**config.mk**
```make
export PLATFORM = sky130hd
export DESIGN_NAME = count_ctrl
export DESIGN_NICKNAME = d
export VERILOG_FILES = /design/src/rtl/count_ctrl_pkg.sv /design/src/rtl/tick_div.sv /design/src/rtl/count_ctrl.sv
export SDC_FILE = /design/constraint.sdc
export NUM_CORES = 1
export LEC_CHECK = 0
export CORE_ASPECT_RATIO = 1.4
export CORE_MARGIN = 5
export CORE_UTILIZATION = 60
export CTS_BUF_LIST = sky130_fd_sc_hd__clkbuf_8
export CTS_CLUSTER_DIAMETER = 150
export DETAILED_ROUTE_END_ITERATION = 10
export DONT_BUFFER_PORTS = 1
export GPL_ROUTABILITY_DRIVEN = 0
export PLACE_DENSITY_LB_ADDON = 0.3
export RECOVER_POWER = 50
export SLEW_MARGIN = 30
export SYNTH_ARGS = -nofsm -noshare
export SYNTH_HDL_FRONTEND = slang
export SYNTH_SLANG_ARGS = --single-unit
```
**constraint.sdc**
```tcl
create_clock -name clk -period 1.9 [get_ports clk]
set_input_delay 0.19 -clock clk [delete_from_list [all_inputs] [get_ports clk]]
set_output_delay 0.19 -clock clk [all_outputs]
set_load 0.01 [all_outputs]
```
**src/rtl/count_ctrl_pkg.sv**
```systemverilog
// Shared types and defaults for the count_ctrl sequencer.
//   cc_state_t : sequencer states (IDLE, RUN, PAUSE, DONE)
//   CC_WIDTH   : default counter datapath width
//   CC_DIV_W   : default prescaler divide-value width
package count_ctrl_pkg;

  localparam int unsigned CC_WIDTH = 8;
  localparam int unsigned CC_DIV_W = 4;

  typedef enum logic [1:0] {
    IDLE  = 2'd0,
    RUN   = 2'd1,
    PAUSE = 2'd2,
    DONE  = 2'd3
  } cc_state_t;

endpackage

```
**src/rtl/tick_div.sv**
```systemverilog
// Prescaler for count_ctrl. Counts 0..div while enabled and raises tick on the
// cycle the count equals div, returning to 0 on that cycle.
//   clk   : clock, rising edge
//   rst_n : asynchronous active-low reset
//   en    : advance the prescaler this cycle (count held otherwise)
//   clr   : synchronous clear to 0, wins over en
//   div   : divide value; tick every div+1 enabled cycles
//   tick  : combinational step strobe, only while en
module tick_div
  import count_ctrl_pkg::*;
#(
  parameter int unsigned DIV_W = CC_DIV_W
) (
  input  logic             clk,
  input  logic             rst_n,
  input  logic             en,
  input  logic             clr,
  input  logic [DIV_W-1:0] div,
  output logic             tick
);

  logic [DIV_W-1:0] cnt_q, cnt_d;

  assign tick = en && (cnt_q == div);

  always_comb begin
    cnt_d = cnt_q;
    if (clr) begin
      cnt_d = '0;
    end else if (en) begin
      cnt_d = tick ? '0 : cnt_q + DIV_W'(1);
    end
  end

  always_ff @(posedge clk or negedge rst_n) begin
    if (!rst_n) begin
      cnt_q <= '0;
    end else begin
      cnt_q <= cnt_d;
    end
  end

endmodule

```
**src/rtl/count_ctrl.sv**
```systemverilog
// Sequencer for an external counter register that reloads from v every clock.
// Computes the next counter value from the fed-back count: hold, preload, or a
// prescaled up/down step that either stops or wraps at the terminal value.
//   clk, rst_n : clock (rising edge), asynchronous active-low reset
//   start/stop : begin-or-resume / pause pulses
//   cfg_load   : preload pulse, v takes cfg_val
//   cfg_val    : preload value
//   cfg_limit  : up-count terminal value; down-count wrap reload value
//   cfg_down   : 1 = count down, 0 = count up
//   cfg_wrap   : 1 = wrap at terminal, 0 = stop (DONE) at terminal
//   cfg_div    : step every cfg_div+1 cycles while running
//   count      : current counter value (feedback)
//   ld         : v is a load or step rather than a hold
//   v          : next counter value (combinational)
//   busy       : registered, 1 while in RUN
//   done/wrap  : registered one-cycle status pulses
module count_ctrl
  import count_ctrl_pkg::*;
#(
  parameter int unsigned WIDTH = CC_WIDTH,
  parameter int unsigned DIV_W = CC_DIV_W
) (
  input  logic             clk,
  input  logic             rst_n,
  input  logic             start,
  input  logic             stop,
  input  logic             cfg_load,
  input  logic [WIDTH-1:0] cfg_val,
  input  logic [WIDTH-1:0] cfg_limit,
  input  logic             cfg_down,
  input  logic             cfg_wrap,
  input  logic [DIV_W-1:0] cfg_div,
  input  logic [WIDTH-1:0] count,
  output logic             ld,
  output logic [WIDTH-1:0] v,
  output logic             busy,
  output logic             done,
  output logic             wrap
);

  cc_state_t state_q, state_d;
  logic      busy_q, done_q, done_d, wrap_q, wrap_d;
  logic      div_en, div_clr, step, terminal, idle_or_done;

  assign idle_or_done = (state_q == IDLE) || (state_q == DONE);

  // Load and stop both suppress the step, so the prescaler must not advance either.
  assign div_en  = (state_q == RUN) && !cfg_load && !stop;
  assign div_clr = cfg_load || (start && idle_or_done);

  tick_div #(
    .DIV_W(DIV_W)
  ) u_tick_div (
    .clk  (clk),
    .rst_n(rst_n),
    .en   (div_en),
    .clr  (div_clr),
    .div  (cfg_div),
    .tick (step)
  );

  assign terminal = cfg_down ? (count == '0) : (count >= cfg_limit);

  // Priority: cfg_load > stop > start > step. Reset forces hold.
  always_comb begin
    state_d = state_q;
    v       = count;
    ld      = 1'b0;
    done_d  = 1'b0;
    wrap_d  = 1'b0;
    if (rst_n) begin
      if (cfg_load) begin
        v  = cfg_val;
        ld = 1'b1;
        if (state_q == DONE) begin
          state_d = IDLE;
        end
      end else if (stop && (state_q == RUN)) begin
        state_d = PAUSE;
      end else if (start && (state_q != RUN)) begin
        state_d = RUN;
      end else if (step) begin
        if (!terminal) begin
          v  = cfg_down ? count - WIDTH'(1) : count + WIDTH'(1);
          ld = 1'b1;
        end else if (cfg_wrap) begin
          v      = cfg_down ? cfg_limit : '0;
          ld     = 1'b1;
          wrap_d = 1'b1;
        end else begin
          state_d = DONE;
          done_d  = 1'b1;
        end
      end
    end
  end

  always_ff @(posedge clk or negedge rst_n) begin
    if (!rst_n) begin
      state_q <= IDLE;
      busy_q  <= 1'b0;
      done_q  <= 1'b0;
      wrap_q  <= 1'b0;
    end else begin
      state_q <= state_d;
      busy_q  <= (state_d == RUN);
      done_q  <= done_d;
      wrap_q  <= wrap_d;
    end
  end

  assign busy = busy_q;
  assign done = done_q;
  assign wrap = wrap_q;

endmodule

```
---- Word level (Yosys, flattened, before mapping) ----
Cells that the tools add are included.
storage, ports and cells
  register bits ........................... 9
  input bits .............................. 35
  output and inout port bits .............. 12
cells by class
  $add $sub $neg .......................... 3
  order comparisons ....................... 1
  eq/ne operators ......................... 5
  multiplexer cells ....................... 41
  reduce and logical (&&, ||, !) cells .... 13
operators by type and width
  operator                                                count
  2-to-1 mux 8 bit                                        9
  2-to-1 mux 1 bit                                        21
  2-to-1 mux 2 bit                                        8
  2-to-1 mux 4 bit                                        3
  adder 8 x 1 -> 8 bit (second input constant)            1
  >= comparator 8 bit                                     1
  logical NOT 8 bit                                       1
  subtractor 8 x 1 -> 8 bit (second input constant)       1
  logical AND 1 bit                                       6
  adder 4 x 1 -> 4 bit (second input constant)            1
  equality test 2 x 1 -> 1 bit (second input constant)    2
  equality test 4 bit                                     1
  equality test 2 bit (second input constant)             1
  logical NOT 1 bit                                       2
  logical NOT 2 bit                                       1
  logical OR 1 bit                                        2
  inequality test 2 x 1 -> 1 bit (second input constant)  1
  nonzero test 2 bit                                      1

---- Depth between registers and ports, before layout ----
  depth in word-level cells ............... 10
  depth in mapped cells ................... 8
  depth with buffers taken out ............ 8

---- Hierarchy ----
A second synthesis with hierarchy kept.
second synthesis, totals
  cell total of the unflattened synthesis .. 184
  area, all modules ....................... 1415.1 um^2
by module, submodules not included
  module      instances  cells an instance  area an instance (um^2)  sequential area each (um^2)
  count_ctrl  1          158                1144.8                   125.1
  tick_div    1          26                 270.3                    100.1

---- Worst setup path before layout ----
No wires, ideal clock.
  path kind ............................... input to output
  start point ............................. input port cfg_limit[6]
  end point ............................... output port v[7]
  data arrival time ....................... 1.872 ns
  data required time ...................... 1.710 ns
  slack ................................... -0.162 ns
  stages on the path ...................... 7
  path buffers ............................ 0
  path through ............................ inv_1 > ha_1 > a21o_1 > a211o_1 > o21a_2 > or3_1 > a31oi_1
between the ends
  word-level cells in the longest chain between the ends .. 8
RTL lines
  item                 line              RTL
  start: declaration   count_ctrl.sv:29  input logic [WIDTH-1:0] cfg_limit,
  >= comparator 8 bit  count_ctrl.sv:62  assign terminal = cfg_down ? (count == '0) : (count >= cfg_limit);
  2-to-1 mux 1 bit     count_ctrl.sv:62
  2-to-1 mux 8 bit     count_ctrl.sv:83  if (!terminal) begin
  2-to-1 mux 8 bit     count_ctrl.sv:82  end else if (step) begin
  2-to-1 mux 8 bit     count_ctrl.sv:80  end else if (start && (state_q != RUN)) begin
  2-to-1 mux 8 bit     count_ctrl.sv:78  end else if (stop && (state_q == RUN)) begin
  2-to-1 mux 8 bit     count_ctrl.sv:72  if (cfg_load) begin
  2-to-1 mux 8 bit     count_ctrl.sv:71  if (rst_n) begin
  end: declaration     count_ctrl.sv:35  output logic [WIDTH-1:0] v,
Every way passes these cells.

---- Final worst setup path ----
  start point ............................. register u_tick_div.cnt_q[2]
  end point ............................... output port v[2]
between the ends
  word-level cells in the longest chain between the ends .. 7
RTL lines
  item                      line              RTL
  start: declaration        tick_div.sv:22    logic [DIV_W-1:0] cnt_q, cnt_d;
  start signal: assignment  tick_div.sv:39    cnt_q <= cnt_d;
  equality test 4 bit       tick_div.sv:24    assign tick = en && (cnt_q == div);
  logical AND 1 bit         tick_div.sv:24
  2-to-1 mux 8 bit          count_ctrl.sv:82
  2-to-1 mux 8 bit          count_ctrl.sv:80
  2-to-1 mux 8 bit          count_ctrl.sv:78
  2-to-1 mux 8 bit          count_ctrl.sv:72
  2-to-1 mux 8 bit          count_ctrl.sv:71
Every way passes these cells.

==> results.md <==
- Max-slew violations: 0
- Finished Cell Area: ~1700 um2
- Slew HR: between 70 and 80%
- Dpl ws: -0.123 ns
- CP Max Fanout: 7
- Worst-Margin Slew: about 0.44 ns
- CP cell instances: xnor2_1, nand3_1, nor3_4, o21a_2, o31ai_4, a221o_1
- P&R area growth vs syn: 25.7%
- Skew final: ~0.0034 ns
- Worst Hold Launch: cfg_load
- Top cell type's share of synthesized area: 16.4%
- Top Ports: 47
- TritonCTS buffer count: 3
- Synth warnings: 0
- Final worst slack: -0.203 ns
- Number of port buffers: 0
- Final hold slack: 0.0286 ns
- Final count of hold timing violations: 0
- Vias: roughly 1500
- CP Buf/Inv Count: 0
- Critical path launch point: u_tick_div.cnt_q[2]$_DFFE_PN0P_
- Starting DRT DRC Count: just over 80
- Most frequent cells in the layout: buf_4 (19), nand2_1 (18), inv_1 (14)
- CP arrival: 1.91 ns
- Clock latency at the later pin of the worst-skew pair: 0.24 ns
- Antenna violations before repair: 0
- Htree depth: 1
- Clock Pin Slew Worst Setup and Hold Paths: 0.05 ns
- Core region area: roughly 2200 um2
- Die area: 3360 um2
- Synthesized flop and latch total: 9
- Cell taking the most area after synthesis: dfrtp_1
- HP Class: primary input to flop
- Synth top area cells: dfrtp_1 (16%), ha_1 (15%), nand2_1 (4.9%)
- First-pass GRT wire length: ~6900 um
- Mean Syn Cell Area: approximately 8 um2
- Final setup viols: 9
- DRC viols: 0
- Status: complete, but fails checks
- Power density over the cells: between 500 and 600 nW/um2
- Root Buffer: clkbuf_8
- Gr usage total: between 20% and 30%
- Fmax: around 480 MHz
- Vias in the first global route: roughly 1600
- Die height: 66.6 um
- CP required: about 1.7 ns
- Post-route antenna net violation count: 0
- Layout Nets: roughly 250
- Synth Flop Type: dfrtp_1
- Wire per inst: roughly 20 um
- Synthesized cell area: ~1400 um2
- Placed cell areas: about 1600 um2
- Initial core utilization: between 60 and 70%
- DR vias/cell: approximately 7
- Die W: between 50 and 60 um
- Number of synthesized flops with an enable pin: 0
- CP Class: flop to output port
- RSZ-0062 raised after global routing: yes
- Crit-path max cell delay: 0.39 ns
- Peak supply drop: 0.285 mV
- Seq/Total Area, Yosys: between 10% and 20%
- Netlist cell types: 45
- Final period utilization: 111%
- Final min period: ~2.1 ns
- Number of detailed-route iterations in the first pass: 4
- Commonest non-fill, non-tap cell in the layout: buf_4
- Cell count after synthesis: roughly 180
- Post-DP HPWL: about 3300 um
- Share of post-route cells with drive strength above 1: 25.4%
- Failing checks: setup timing
- Clock tree sinks: 9
- # diodes: 0
- # rows: 20
- Leak: approximately 0.00080 uW
- Syn Nets: between 200 and 250
- GRT Residual Overflow: 0
- Top delay family on crit path: compound AO/OA/AOI/OAI gates
- Max-cap violations: 0
- Max clock buf depth: 2
- Routed WL: around 4300 um
- Largest net degree at the start of global routing: 16
- Element type at the critical path end: output port
- Crit path launch type: flop
- Final core area utilization: between 70% and 80%
- Slowest CP cell: a221o_1
- Synth async-reset ratio: 100%
- Launching point of the worst reg2reg path: u_tick_div.cnt_q[0]$_DFFE_PN0P_
- CTS tree: done
## worst paths after layout
path / end / slack, ns / cells after the start
max: v[2] / -0.20 / 6
min reg2reg: u_tick_div.cnt_q[0]$_DFFE_PN0P_ / 0.69 / 2
min in group asynchronous: u_tick_div.cnt_q[1]$_DFFE_PN0P_ / 0.33 / 1
min: u_tick_div.cnt_q[2]$_DFFE_PN0P_ / 0.03 / 1
max reg2reg: u_tick_div.cnt_q[3]$_DFFE_PN0P_ / 0.23 / 5
max in group asynchronous: state_q[0]$_DFF_PN0_ / 1.23 / 1
## synth_stat cells, drive strengths merged, types with 2 or more instances
| master | n |
|---|---|
| or3 | 2 |
| clkbuf | 2 |
| nor3 | 7 |
| o211ai | 3 |
| nor2b | 2 |
| ha | 17 |
| a221oi | 2 |
| o21ai | 8 |
| o21a | 3 |
| and2 | 4 |
| nand2 | 19 |
| a21o | 2 |
| mux2i | 5 |
| a21oi | 11 |
| o31ai | 2 |
| nand3 | 9 |
| a211o | 2 |
| a31oi | 4 |
| xor2 | 5 |
| o22ai | 2 |
| xnor2 | 4 |
| nor4 | 2 |
| a221o | 5 |
| dfrtp | 9 |
| and3 | 8 |
| nor2 | 8 |
| inv | 17 |
## power breakdown
| part | leakage, uW | internal (uW) | switching [uW] |
|---|---|---|---|
| sequential | 0.000121 | 223 | 35.9 |
| combinational | 0.000648 | 230 | 260 |
| clock | 0.0000269 | 141 | 80.2 |
| total | 0.000796 | 595 | 376 |
## sequential cells by signal, summed over array words and instances (netlist names)
register	cells
u_tick_div.cnt_q	4
state_q	2
wrap	1
busy	1
done	1
## cell families (layout without fill, tap and decap cells)
kind of cell	count (synthesis)	count (layout)	synth area share, %
compound gates	51	51	28.1
xor+xnor	9	9	5.73
fa+ha+maj	18	18	16.9
buf+inv	19	41	5.19
flops	9	9	16.4
mux	5	5	3.64
simple gates	64	64	24.0
## through the flow
stage / instances / power [uW] / setup TNS [ns]
global placement: 212 / 686 / -0.200
detailed placement: 212 / 713 / -0.560
CTS: 218 / 942 / -1.36
finish: 219 / 971 / -1.53
global route: 219 / 1040 / -2.40
floorplan: 175 / 586 / -0.0116
## metal layers
metal	global-route usage [%]	part of all wire (%)	vias up
met5	0	0	-
met4	15.7	5.8	0
met3	4.03	7.7	28
met1	25.1	32	731
met2	49.5	54	95
li1	-	-	695
## repair_timing
item | CTS | global route
buffers inserted | 2 | 1
endpoints found under the setup margin | 9 | 9
hold buffers | 1 | 0
endpoints found under the hold margin | 9 | 0
pin swaps | 0 | 10
cloned | 0 | 0
resized for setup | 4 | 12
## area by class of cell
type	count	area [um2]
Sequential cell	9	226
Multi-Input combinational cell	147	1210
Clock buffer	3	41.3
Tap cell	22	27.5
Clock inverter	1	3.75
Fill cell	150	449
Inverter	17	66.3
Timing Repair Buffer	20	153
Power figures use the tool's default switching activity.
